**src/rtl/cache_axi_rd_resp_pkg.sv**
```systemverilog
// rtl/cache_axi_rd_resp_pkg.sv - shared FSM encodings and AXI4 constants for the cache read path
// Purpose: state encodings and AXI4 AR/R field constants used by cache_axi_rd_resp.
// Ports: none (package).
package cache_axi_rd_resp_pkg;

  typedef enum logic [1:0] {
    ST_IDLE = 2'd0,
    ST_AR   = 2'd1,
    ST_R    = 2'd2
  } rd_state_e;

  localparam logic [1:0] AXI_BURST_INCR = 2'b01;
  localparam logic [2:0] AXI_SIZE_4B    = 3'b010;

  localparam logic [1:0] AXI_RESP_OKAY   = 2'b00;
  localparam logic [1:0] AXI_RESP_EXOKAY = 2'b01;
  localparam logic [1:0] AXI_RESP_SLVERR = 2'b10;
  localparam logic [1:0] AXI_RESP_DECERR = 2'b11;

endpackage

```
**src/rtl/cache_axi_rd_resp_rd_beat_counter.sv**
```systemverilog
// rtl/cache_axi_rd_resp_rd_beat_counter.sv - R-channel beat counter with burst length guard
// Purpose: counts accepted beats of the current burst and flags the burst end, either by
//          rlast or by reaching the latched length when the slave never asserts rlast.
// Ports:
//   clk, rstn  - clock, synchronous active-low reset
//   clear      - restart the count (request accepted, entering AR)
//   beat       - an R beat is accepted this cycle
//   len        - latched burst length (beats minus one)
//   rlast      - slave's last-beat marker
//   at_len     - current beat index equals the latched length
//   done       - accepted beat ends the burst
//   guard      - burst ends on length while rlast is still low
module rd_beat_counter
  import cache_axi_rd_resp_pkg::*;
(
  input  logic       clk,
  input  logic       rstn,
  input  logic       clear,
  input  logic       beat,
  input  logic [7:0] len,
  input  logic       rlast,
  output logic       at_len,
  output logic       done,
  output logic       guard
);

  logic [7:0] count_q;

  always_ff @(posedge clk) begin
    if (!rstn) begin
      count_q <= 8'd0;
    end else if (clear) begin
      count_q <= 8'd0;
    end else if (beat) begin
      count_q <= count_q + 8'd1;
    end
  end

  // count_q holds the index of the beat currently presented on R.
  assign at_len = (count_q == len);
  assign done   = beat && (rlast || at_len);
  assign guard  = beat && !rlast && at_len;

endmodule

```
**src/rtl/cache_axi_rd_resp.sv**
```systemverilog
// rtl/cache_axi_rd_resp.sv - cache read request to AXI4 AR/R burst bridge
// Purpose: accepts one cache read burst at a time, issues it on AR, and forwards R beats
//          combinationally to the cache. Optional macro AXI_RRESP_CHECK_EN enables ret_err.
// Ports:
//   clk, rstn                               - clock, synchronous active-low reset
//   r_req, r_addr, r_length, r_rdy          - cache request (r_rdy pulses on acceptance)
//   ret_valid, ret_last, ret_data, ret_err  - return beats to the cache
//   r_data_ready                            - cache can take a beat
//   arid..arready                           - AXI4 read address channel
//   rid..rready                             - AXI4 read data channel
module cache_axi_rd_resp
  import cache_axi_rd_resp_pkg::*;
#(
  parameter logic [3:0] AXI_ID = 4'h0
) (
  input  logic        clk,
  input  logic        rstn,
  input  logic        r_req,
  input  logic [31:0] r_addr,
  input  logic [7:0]  r_length,
  output logic        r_rdy,
  output logic        ret_valid,
  output logic        ret_last,
  output logic [31:0] ret_data,
  output logic        ret_err,
  input  logic        r_data_ready,
  output logic [3:0]  arid,
  output logic [31:0] araddr,
  output logic [7:0]  arlen,
  output logic [2:0]  arsize,
  output logic [1:0]  arburst,
  output logic        arvalid,
  input  logic        arready,
  input  logic [3:0]  rid,
  input  logic [31:0] rdata,
  input  logic [1:0]  rresp,
  input  logic        rlast,
  input  logic        rvalid,
  output logic        rready
);

  rd_state_e   state_q, state_d;
  logic [31:0] addr_q;
  logic [7:0]  len_q;
  logic        accept;
  logic        beat;
  logic        at_len;
  logic        done;
  logic        guard;

  // Single-ID system: rid is not checked, beats are forwarded regardless.
  logic unused_rid;
  assign unused_rid = ^rid;

  assign accept = (state_q == ST_IDLE) && r_req;
  assign beat   = (state_q == ST_R) && rvalid && r_data_ready;

  always_ff @(posedge clk) begin
    if (!rstn) begin
      state_q <= ST_IDLE;
      addr_q  <= 32'd0;
      len_q   <= 8'd0;
    end else begin
      state_q <= state_d;
      if (accept) begin
        addr_q <= r_addr;
        len_q  <= r_length;
      end
    end
  end

  rd_beat_counter u_beat_counter (
    .clk    (clk),
    .rstn   (rstn),
    .clear  (accept),
    .beat   (beat),
    .len    (len_q),
    .rlast  (rlast),
    .at_len (at_len),
    .done   (done),
    .guard  (guard)
  );

  always_comb begin
    state_d   = state_q;
    r_rdy     = 1'b0;
    arvalid   = 1'b0;
    rready    = 1'b0;
    ret_valid = 1'b0;
    ret_last  = 1'b0;
    ret_data  = 32'd0;
    case (state_q)
      ST_IDLE: begin
        r_rdy = r_req;
        if (r_req) state_d = ST_AR;
      end
      ST_AR: begin
        arvalid = 1'b1;
        if (arready) state_d = ST_R;
      end
      ST_R: begin
        rready    = r_data_ready;
        ret_valid = rvalid;
        ret_data  = rdata;
        // Length guard marks the final beat even if the slave never raises rlast.
        ret_last  = rlast || (rvalid && at_len) || guard;
        if (done) state_d = ST_IDLE;
      end
      default: state_d = ST_IDLE;
    endcase
  end

  assign arid    = AXI_ID;
  assign araddr  = addr_q;
  assign arlen   = len_q;
  assign arsize  = AXI_SIZE_4B;
  assign arburst = AXI_BURST_INCR;

`ifdef AXI_RRESP_CHECK_EN
  logic err_q;
  logic beat_err;

  assign beat_err = beat && (rresp != AXI_RESP_OKAY);

  // Sticky until the next accepted request.
  always_ff @(posedge clk) begin
    if (!rstn) begin
      err_q <= 1'b0;
    end else if (r_rdy) begin
      err_q <= 1'b0;
    end else if (beat_err) begin
      err_q <= 1'b1;
    end
  end

  assign ret_err = err_q || beat_err;
`else
  logic unused_rresp;
  assign unused_rresp = ^rresp;
  assign ret_err = 1'b0;
`endif

endmodule
```
**config.mk**
```make
export PLATFORM = sky130hd
export DESIGN_NAME = cache_axi_rd_resp
export DESIGN_NICKNAME = d
export VERILOG_FILES = /design/src/rtl/cache_axi_rd_resp_pkg.sv /design/src/rtl/cache_axi_rd_resp_rd_beat_counter.sv /design/src/rtl/cache_axi_rd_resp.sv
export SDC_FILE = /design/constraint.sdc
export NUM_CORES = 1
export LEC_CHECK = 0
export ABC_AREA = 0
export CAP_MARGIN = 20
export CORE_ASPECT_RATIO = 0.7
export CORE_UTILIZATION = 37
export DETAILED_ROUTE_END_ITERATION = 10
export PLACE_DENSITY = 0.91
export REMOVE_ABC_BUFFERS = 1
export SYNTH_ARGS = -nofsm -noshare
export SYNTH_HDL_FRONTEND = slang
export SYNTH_SLANG_ARGS = --single-unit
```
**constraint.sdc**
```tcl
create_clock -name clk -period 3.55 [get_ports clk]
set_input_delay 0.71 -clock clk [delete_from_list [all_inputs] [get_ports clk]]
set_output_delay 0.71 -clock clk [all_outputs]
set_load 0.005 [all_outputs]
```
==> impl_metrics.toml, run 1 <==
[synth]
yosysWarnings = 0
synthArstFlopShare_pct = 0
syn_area_um2 = 2360
synth_cell_type_count = 34
ys_ff_latch = 50
syn_area_per_cell_um2 = 8.24
ys_top_cells_by_area = "dfxtp_1 42%, nand2_1 13%, a21boi_1 12%"
yosys.area.top_type = "dfxtp_1"
syn-instance-count = 287
ys_seq_area_share_pct = 42.4
synth_top_area_share_pct = 42.4
synth_edf_count = 0
ys.flop_type = "dfxtp_1"

[sta]
final-hold-violation-count = 0
relSlewSlack_pct = 46.6
tightest_slew_ns = 0.801
fmax_ghz = 0.330
clock_skew_ns = 0.00541
finalSetupTns_ns = 0
timing.final.crit_share_pct = 85.4
setup_viol = 0
min_period_ns = 3.03
rsz0062_at_grt = "false"
drv_slew = 0

[cts]
root_buffer = "clkbuf_8"
ctsResizeCount = 0
postCtsSetupBuffers = 0
clock_latency_ns = 0.29
cts-buffers-inserted = 5
hold_buffers = 0
cts_tree = "yes"
clock_sinks = 50
clkTransAtPathRegs_ns = 0.09
cts_max_path_buffers = 2
cts-htree-levels = 2

[status]
status = "complete, no violations"

[power_and_ir_drop]
leakagePower_nw = 1.57
p_switching_uw = 305
intPower_uw = 940
power.density_nw_per_um2 = 313
vdd_drop_max_mv = 0.212
combPwrFrac_pct = 24.9
seq_power_share_pct = 49.3
p_sw_share_pct = 24.5
clkPwrFrac_pct = 25.7

[worst_setup_path]
reg2reg_slack_ns = 1.89
crit_fanout = 30
cp-end-kind = "output port"
crit_chain = "and2b_1 -> buf_4 -> and2_1 -> clkdlybuf4s50_1"
start_kind = "flip-flop"
arrival_ns = 2.32
cp_data_required_time_ns = 2.84
crit_type = "reg -> out"
cp_slowest_cell = "and2b_1"
critPathMaxStageDelay_ns = 0.68

[floorplan]
initial_core_util_pct = 39.9
core-area_um2 = 5930
die_h_um = 68.9
die-area_um2 = 6720
die_x_um = 97.5
ios = 172
rows = 23

[placement]
numPortBuffers = 155
post_dp_cell_area_um2 = 3900
hpwl_um = 5490
gp_congestion = 0.850

[grt]
grt_start_max_net_pins = 42
track_usage_pct = 21.3
grt_pass1_wl_um = 11400
antenna_found_initial = 0
grt_pass1_vias = 2200
grt-ovfl-total = 0

[detailed_routing]
vias = 2338
drt-total-wl_um = 7120
route.detailed.drc = 0
drtAntennaViolNets = 0
drt_first_pass_iters = 4
viasPerCell = 4.60
wl_per_cell_um = 14.0
drt_iter0_drc = 65

[cells_and_area]
drive_above_1_share_pct = 3.00
nets = 520
layout_commonest_cell = "clkdlybuf4s50_1"
layout_common_cells = "155 x clkdlybuf4s50_1, 84 x nand2_1, 50 x dfxtp_1, 39 x a21boi_1, 34 x and2_1"
syn2layout_area_growth_pct = 68.3
fin_area_um2 = 3980
n_antenna_cell = 0

[run]
cap_violations = 0

[min_path]
hp-class = "reg -> reg"
-- per-layer routing --
layer | track usage [%] | wire length (um) | share of wire [%]
met1 | 27.8 | 3280 | 46
met2 | 37.2 | 3490 | 49
met3 | 5.14 | 344 | 4.8
met4 | 2.76 | 12 | 0.17
met5 | 0 | 0 | 0
-- cell type report --
class	count	area [um2]
inverters	3	12.5
fillers	510	1950
flip-flops and latches	50	1000
clock buffers	6	82.6
multi-input cells	215	1210
repair buffers	159	1580
well taps	75	93.8
-- stage by stage --
stage                     worst slack [ns]  std cells  power (mW)  hold WS (ns)  utilization (%)
after floorplan                      0.765        268       0.722         0.451                -
after global placement               0.646        502       0.931         0.439             65.7
after detailed placement             0.642        502       0.939         0.445             65.7
after CTS                            0.553        508        1.26         0.456             67.1
after global routing                 0.375        508        1.32         0.474             67.1
final                                0.520        508        1.25         0.453             67.1
-- final timing paths --
| kind | end | cells after the start | from |
|---|---|---|---|
| worst min-delay path | araddr[19]$_SDFFE_PN0P_ | 2 | araddr[19]$_SDFFE_PN0P_ |
| worst min register to register | araddr[19]$_SDFFE_PN0P_ | 2 | araddr[19]$_SDFFE_PN0P_ |
| worst max register to register | u_beat_counter.count_q[4]$_SDFFE_PP0P_ | 4 | state_q[1]$_SDFFE_PN0P_ |
| worst max-delay path | ret_data[19] | 4 | state_q[1]$_SDFFE_PN0P_ |
-- worst max-delay path, delay by kind of cell (launching register included) --
| kind | cells | cell delay [ns] |
|---|---|---|
| buffers and inverters | 2 | 0.80 |
| AND/OR/NAND/NOR | 2 | 0.82 |
| flip-flops | 1 | 0.42 |
-- power by group through the flow --
| stage | Combinational (mW) | Sequential, mW | Clock, mW |
|---|---|---|---|
| after floorplan | 0.0935 | 0.629 | 0 |
| after global placement | 0.305 | 0.626 | 0 |
| after detailed placement | 0.311 | 0.628 | 0 |
| after CTS | 0.313 | 0.615 | 0.336 |
| after global routing | 0.339 | 0.619 | 0.358 |
| final | 0.311 | 0.614 | 0.320 |
-- logic make-up (layout without fill, tap and decap cells) --
logic type / count (synthesis) / after routing / share of synthesized area, %
xor+xnor: 13 / 13 / 4.82
flops: 50 / 50 / 42.4
mux: 2 / 2 / 0.847
fa+ha+maj: 1 / 1 / 0.529
compound gates: 48 / 48 / 14.9
simple gates: 141 / 141 / 28.4
buf+inv: 30 / 168 / 7.83
other cells: 2 / 10 / 0.318
-- synth_stat cells (2+ instances only) --
cell type / count
xnor2_1: 3
nand3_1: 3
mux2i_1: 2
clkbuf_1: 10
nand2_1: 84
o21ai_0: 2
buf_2: 3
dfxtp_1: 50
buf_6: 4
or3_1: 2
nor3_1: 2
buf_4: 10
a21boi_1: 39
and2_1: 34
conb_1: 2
xor2_1: 10
a21oi_1: 3
nor2_1: 6
inv_1: 2
nor4_1: 2
-- registers in the layout, summed over array words and instances, names as in the netlist --
| name | flops |
|---|---|
| arlen | 8 |
| u_beat_counter.count_q | 8 |
| araddr | 32 |
| state_q | 2 |
No activity file was read; power rests on OpenSTA's default activity.
==> inputs of run 2 (changes only) <==
--- a/config.mk
+++ b/config.mk
@@ -7,9 +7,9 @@
 export LEC_CHECK = 0
 export ABC_AREA = 0
 export CAP_MARGIN = 20
-export CORE_ASPECT_RATIO = 0.7
 export CORE_UTILIZATION = 37
 export DETAILED_ROUTE_END_ITERATION = 10
+export HOLD_SLACK_MARGIN = 0.08
 export PLACE_DENSITY = 0.91
 export REMOVE_ABC_BUFFERS = 1
 export SYNTH_ARGS = -nofsm -noshare
==> impl_metrics.toml, run 2 (synthesized netlist as in run 1, its figures left out) <==
[status]
status = "complete, no violations"

[floorplan]
initial_core_util_pct = 39.2
die_x_um = 81.9
ios = 172
rows = 28
die_h_um = 81.9
die-area_um2 = 6710
core-area_um2 = 6030

[worst_setup_path]
startpoint = "r_req"
r2r-start = "state_q[1]$_SDFFE_PN0P_"
crit_type = "in -> out"
arrival_ns = 2.19
crit_fanout = 2
start_kind = "primary input"
cp-end-kind = "output port"
cp_data_required_time_ns = 2.84

[grt]
grt_pass1_vias = 2196
grt-ovfl-total = 0
grt_pass1_wl_um = 9490
track_usage_pct = 18.6
grt_start_max_net_pins = 42
antenna_found_initial = 0

[cells_and_area]
post-route-util_pct = 66.0
layout_commonest_cell = "clkdlybuf4s50_1"
fin_area_um2 = 3980
largest_reg_flops = 32
layout_common_cells = "155 x clkdlybuf4s50_1, 84 x nand2_1, 50 x dfxtp_1, 39 x a21boi_1, 34 x and2_1"
num-fill-cells = 499
drive_above_1_share_pct = 3.00
nets = 520
n_antenna_cell = 0
syn2layout_area_growth_pct = 68.2

[cts]
cts-buffers-inserted = 5
root_buffer = "clkbuf_8"
cts_tree = "yes"
clkTransAtPathRegs_ns = 0.08
clock_latency_ns = 0.29
hold_buffers = 0
cts-htree-levels = 2
clock_sinks = 50
cts_max_path_buffers = 2
ctsResizeCount = 0
postCtsSetupBuffers = 0

[power_and_ir_drop]
seq_power_share_pct = 50.1
combPwrFrac_pct = 24.9
clkPwrFrac_pct = 25.0
p_sw_share_pct = 24.6
intPower_uw = 925
p_switching_uw = 302
power.density_nw_per_um2 = 308
leakagePower_nw = 1.56
p_total_mw = 1.23
vdd_drop_max_mv = 0.175

[run]
cap_violations = 0

[sta]
drv_slew = 0
timing.final.crit_share_pct = 81.7
relSlewSlack_pct = 62.4
tightest_slew_ns = 0.563
clock_skew_ns = 0.0108
setup_viol = 0
finalSetupTns_ns = 0
rsz0062_at_grt = "false"
min_period_ns = 2.90
fmax_ghz = 0.345
final-hold-violation-count = 0

[detailed_routing]
drtAntennaViolNets = 0
drt-total-wl_um = 6360
route.detailed.drc = 0
wl_per_cell_um = 12.5
drt_first_pass_iters = 4
viasPerCell = 4.68
drt_iter0_drc = 72
vias = 2382

[placement]
hpwl_um = 5000
gp_congestion = 0.785
numPortBuffers = 155
post_dp_cell_area_um2 = 3900

[min_path]
hp-start = "araddr[5]$_SDFFE_PN0P_"
hp-class = "reg -> reg"
[run 2: area by class of cell]
cell class | count | area [um2] | share of cell area, %
Clock buffer | 6 | 72.6 | 1.83
Clock inverter | 1 | 7.51 | 0.189
Inverter | 3 | 12.5 | 0.315
Multi-Input combinational cell | 215 | 1210 | 30.4
Sequential cell | 50 | 1000 | 25.2
Tap cell | 75 | 93.8 | 2.36
Timing Repair Buffer | 159 | 1580 | 39.8
[run 2: routing by layer]
layer  up-vias  GRT usage (%)  part of all wire (%)
met2       108           37.0                    52
met3         7           6.33                    11
met4         0           4.74                  0.74
li1       1190              -                     -
met1      1077           17.8                    35
met5         -              0                     0
[run 2: final timing paths]
path | to | slack [ns] | cells after the start
setup / recovery | r_rdy | 0.65 | 4
hold / removal | araddr[5]$_SDFFE_PN0P_ | 0.45 | 2
setup reg to reg | u_beat_counter.count_q[1]$_SDFFE_PP0P_ | 1.95 | 4
hold reg to reg | araddr[5]$_SDFFE_PN0P_ | 0.45 | 2
[run 2: critical path, stage by stage]
cell,delay (ns)
clkdlybuf4s50_1,0.47
or3b_1,0.43
clkinv_2,0.08
clkdlybuf4s50_1,0.51
[run 2: power groups by stage]
stage	Combinational [mW]	Clock [mW]	Sequential [mW]
after floorplan	0.0935	0	0.629
after global placement	0.303	0	0.626
after detailed placement	0.308	0	0.628
after CTS	0.309	0.319	0.615
after global routing	0.334	0.342	0.619
final	0.305	0.307	0.614
[run 2: per-stage QoR]
step / hold WS, ns / cells / worst slack, ns
2_1_floorplan: 0.451 / 268 / 0.765
6_report: 0.455 / 509 / 0.651
3_5_place_dp: 0.446 / 502 / 0.641
3_3_place_gp: 0.440 / 502 / 0.643
5_1_grt: 0.472 / 509 / 0.613
4_1_cts: 0.457 / 509 / 0.634
